**src/rtl/pipe_ctrl_stage.sv**
```systemverilog
// Two-entry skid buffer carrying the E->M control bundle, with bubble insertion,
// synchronous flush and a saturating count of backpressured cycles.
module pipe_ctrl_stage #(
    parameter int unsigned           CTRL_W  = 4,
    parameter int unsigned           CNT_W   = 8,
    parameter logic [CTRL_W-1:0]     NOP_VAL = '0
) (
    input  logic              clk_i,
    input  logic              rst_i,
    input  logic              flush_i,
    input  logic              in_valid_i,
    input  logic [CTRL_W-1:0] in_ctrl_i,
    output logic              in_ready_o,
    output logic              out_valid_o,
    output logic [CTRL_W-1:0] out_ctrl_o,
    input  logic              out_ready_i,
    output logic [CNT_W-1:0]  stall_cnt_o
);

    logic              main_valid_q, main_valid_d;
    logic [CTRL_W-1:0] main_data_q, main_data_d;
    logic              skid_valid_q, skid_valid_d;
    logic [CTRL_W-1:0] skid_data_q, skid_data_d;
    logic [CNT_W-1:0]  stall_cnt_q, stall_cnt_d;

    logic in_xfer;
    logic out_xfer;

    assign in_ready_o  = !skid_valid_q;
    assign out_valid_o = main_valid_q;
    assign out_ctrl_o  = main_valid_q ? main_data_q : NOP_VAL;
    assign stall_cnt_o = stall_cnt_q;

    assign in_xfer  = in_valid_i && in_ready_o;
    assign out_xfer = main_valid_q && out_ready_i;

    always_comb begin
        main_valid_d = main_valid_q;
        main_data_d  = main_data_q;
        skid_valid_d = skid_valid_q;
        skid_data_d  = skid_data_q;
        if (flush_i) begin
            main_valid_d = 1'b0;
            skid_valid_d = 1'b0;
        end else if (out_xfer) begin
            // in_ready_o is low whenever skid is full, so no input can race the refill
            if (skid_valid_q) begin
                main_data_d  = skid_data_q;
                skid_valid_d = 1'b0;
            end else if (in_xfer) begin
                main_data_d = in_ctrl_i;
            end else begin
                main_valid_d = 1'b0;
            end
        end else if (in_xfer) begin
            if (!main_valid_q) begin
                main_valid_d = 1'b1;
                main_data_d  = in_ctrl_i;
            end else begin
                skid_valid_d = 1'b1;
                skid_data_d  = in_ctrl_i;
            end
        end
    end

    always_comb begin
        stall_cnt_d = stall_cnt_q;
        if (main_valid_q && !out_ready_i && (stall_cnt_q != {CNT_W{1'b1}})) begin
            stall_cnt_d = stall_cnt_q + 1'b1;
        end
    end

    always_ff @(posedge clk_i or posedge rst_i) begin
        if (rst_i) begin
            main_valid_q <= 1'b0;
            main_data_q  <= NOP_VAL;
            skid_valid_q <= 1'b0;
            skid_data_q  <= NOP_VAL;
            stall_cnt_q  <= '0;
        end else begin
            main_valid_q <= main_valid_d;
            main_data_q  <= main_data_d;
            skid_valid_q <= skid_valid_d;
            skid_data_q  <= skid_data_d;
            stall_cnt_q  <= stall_cnt_d;
        end
    end

endmodule

```
**config.mk**
```make
export PLATFORM = sky130hd
export DESIGN_NAME = pipe_ctrl_stage
export DESIGN_NICKNAME = d
export VERILOG_FILES = /design/src/rtl/pipe_ctrl_stage.sv
export SDC_FILE = /design/constraint.sdc
export NUM_CORES = 1
export LEC_CHECK = 0
export ABC_AREA = 1
export CAP_MARGIN = 20
export CORE_ASPECT_RATIO = 1.5
export CORE_MARGIN = 1
export CORE_UTILIZATION = 30
export DETAILED_ROUTE_END_ITERATION = 16
export PLACE_DENSITY = 0.56
export REMOVE_ABC_BUFFERS = 1
export SYNTH_ARGS = -nofsm -noshare
export SYNTH_HDL_FRONTEND = slang
export SYNTH_SLANG_ARGS = --single-unit
```
**constraint.sdc**
```tcl
create_clock -name clk_i -period 2.2 [get_ports clk_i]
set_clock_uncertainty 0.1 [all_clocks]
set_input_delay 0.44 -clock clk_i [delete_from_list [all_inputs] [get_ports clk_i]]
set_output_delay 0.44 -clock clk_i [all_outputs]
set_load 0.005 [all_outputs]
```
==> flow_summary.ini <==
[hold_path]
worstHoldPathCells = 2
hold_path.class = reg -> reg

[critical_path]
worst-setup-path-type = reg -> out
start_kind = flop
path_buf_inv = 2
crit_chain = nand2_1 > inv_1 > clkdlybuf4s50_1
critPathTopFamily = flip-flops
cpMaxStageDelayCell = dfrtp_1
worstSetupEndpointType = primary output
cp_num_cells = 3
cp.required_ns = 1.66
cp.arrival_ns = 1.47
critPathMaxStageDelay_ns = 0.56
r2r_cells = 7
worstPathMaxFanout = 9

[placement]
place_hpwl_microns = 1575
portBuffers = 22
place.gp.congestion = 0.7723

[cts]
cts_max_path_buffers = 2
cts_setup_buffers = 0
clk-insertion-delay-late_ns = 0.25
cts_sinks = 18
cts.root.buffer_cell = clkbuf_8
cts-buffers-inserted = 3
tritoncts = built
ctsHtreeMaxLevel = 1
path_clk_slew_ns = 0.07
holdBufCountCts = 0
ctsResizeCount = 0

[routing]
wl_microns = 2057
num_vias = 889
firstDrtPassIters = 4
wire_per_inst_microns = 10.44
first_iter_violations = 16
drcViolationCount = 0
ant_nets = 0
viasPerCell = 4.513

[logic_synthesis]
syn_area_sq_um = 1012
synth_compound_area_frac = 0.05439
yosys.area_share.simple = 0.3733
ys_warn_count = 0
synth-xor-area-share = 0.008653
avgSynthCellArea_sq_um = 7.668
synthAdderAreaFrac = 0.01236
synth_top_family_by_area = simple AND/OR/NAND/NOR gates
synthCells = 132
synth_mux_area_frac = 0
synth_cell_type_count = 22
yosysSeqAreaShare = 0.4450
synth_seq_cells = 18

[global_route]
overflow = 0
grt_util_all_layers = 0.1240
grt_max_degree = 19
grt_antenna_before_repair = 0
grt_pass1_wl_microns = 3408
grt_pass1_vias = 821

[timing]
final-setup-viol-count = 0
worstMarginPinSlew_ns = 0.3732
post-route-period-util = 0.9141
max_freq_mhz = 497.3
slew_viol_final = 0
rsz0062_at_grt = no
fin_crit_ns = 2.011
hold_viol_final = 0
slew_headroom = 0.7506
fin_tns_setup_ns = 0

[final_layout]
fillers = 353
area_delta_synth_final_pct = 31.03
fin_util = 0.4157
drive_gt1_frac = 0.1019
diodes = 0
nets = 168

[run]
drv_cap = 0

[floorplanning]
start_util = 0.3173
core_sq_um = 3191
die_h_microns = 73.14
die_w_microns = 49.43
rows = 25
die-area_sq_um = 3615
boundaryPins = 23

[pwr]
power_density_nw_per_um2 = 739.7
vdd_ir_drop_max_uv = 364.3
p_total_mw = 0.9810
p_leak_nw = 0.6374

[outcome]
status = complete, no violations
## through the flow
| step | setup WS (ns) | instances | area [sq um] | hold WS [ns] |
|---|---|---|---|---|
| floorplan | 0.7730 | 130 | 993.5 | 0.2786 |
| global placement | 0.4336 | 193 | 1271 | 0.3666 |
| detailed placement | 0.4053 | 193 | 1271 | 0.3649 |
| CTS | 0.1707 | 197 | 1326 | 0.3838 |
| global route | 0.08765 | 197 | 1326 | 0.4020 |
| finish | 0.1891 | 197 | 1326 | 0.3785 |
## worst min-delay path, cell delays in order, from the launching register on
cell	delay (ns)
dfrtp_1	0.35
nand2_1	0.05
nand2_1	0.04
## report_power, final
part,internal [mW],switching (mW),total [mW]
Combinational,0.138,0.0994,0.238
Clock,0.159,0.119,0.278
Sequential,0.398,0.0672,0.465
Total,0.695,0.286,0.981
## registers in the layout, summed over array words and instances (netlist names)
register      count
stall_cnt_o       8
main_data_q       4
skid_data_q       4
out_valid_o       1
skid_valid_q      1
## path summary, 6_finish.rpt
path | from | endpoint | slack (ns)
worst max-delay path | out_valid_o | out_ctrl_o[3] | 0.19
worst min-delay path | main_data_q[0] | main_data_q[0] | 0.38
worst max register to register | stall_cnt_o[0] | stall_cnt_o[2] | 0.57
worst min register to register | main_data_q[0] | main_data_q[0] | 0.38
max in group asynchronous | rst_i | stall_cnt_o[7] | 1.41
min in group asynchronous | rst_i | skid_data_q[2] | 0.40
## cell usage after synthesis
master	instances	area, sq um
nand2_1	52	195.2
dfrtp_1	18	450.4
inv_1	17	63.81
nand3_1	6	30.03
nor2_1	6	22.52
o21ai_0	5	25.02
o21ai_1	5	25.02
nand3b_1	3	22.52
nand4_1	3	18.77
nor2_4	3	33.78
inv_2	2	7.510
nand2_2	2	12.51
a21oi_1	1	5.000
buf_4	1	7.510
buf_6	1	11.26
bufinv_8	1	17.52
ha_1	1	12.51
nand3_2	1	10.01
nand4_4	1	21.27
nor2_2	1	6.260
nor3_1	1	5.000
xnor2_1	1	8.760
## cells in the final DEF, fill, tap and decap left out
master,n
ha_1,1
dfrtp_1,18
nor2_4,3
o21ai_1,5
nor2_1,6
inv_2,2
nor2_2,1
inv_1,17
nand2_1,52
clkbuf_8,4
o21ai_0,5
nand3_1,6
buf_4,1
bufinv_8,1
xnor2_1,1
nand3_2,1
a21oi_1,1
nand4_1,3
clkdlybuf4s50_1,22
nand4_4,1
nand2_2,2
nor3_1,1
nand3b_1,3
## metal layers
| metal | track usage | part of all wire |
|---|---|---|
| met1 | 0.1384 | 0.45 |
| met2 | 0.2268 | 0.50 |
| met3 | 0.01250 | 0.026 |
| met4 | 0.06984 | 0.015 |
| met5 | 0 | 0 |
## final cells by class
cell class	count	area (sq um)	share of cell area
Multi-Input combinational cell	92	454.2	0.3425
Tap cell	40	50.05	0.03774
Clock buffer	4	55.05	0.04151
Timing Repair Buffer	23	227.7	0.1717
Inverter	20	88.84	0.06698
Sequential cell	18	450.4	0.3396
## logic make-up (layout without fill, tap and decap cells)
| kind of cell | after synthesis | in the layout |
|---|---|---|
| simple gates | 79 | 79 |
| compound gates | 11 | 11 |
| fa+ha+maj | 1 | 1 |
| flops | 18 | 18 |
| xor+xnor | 1 | 1 |
| buf+inv | 22 | 47 |
Power figures use the tool's default switching activity.
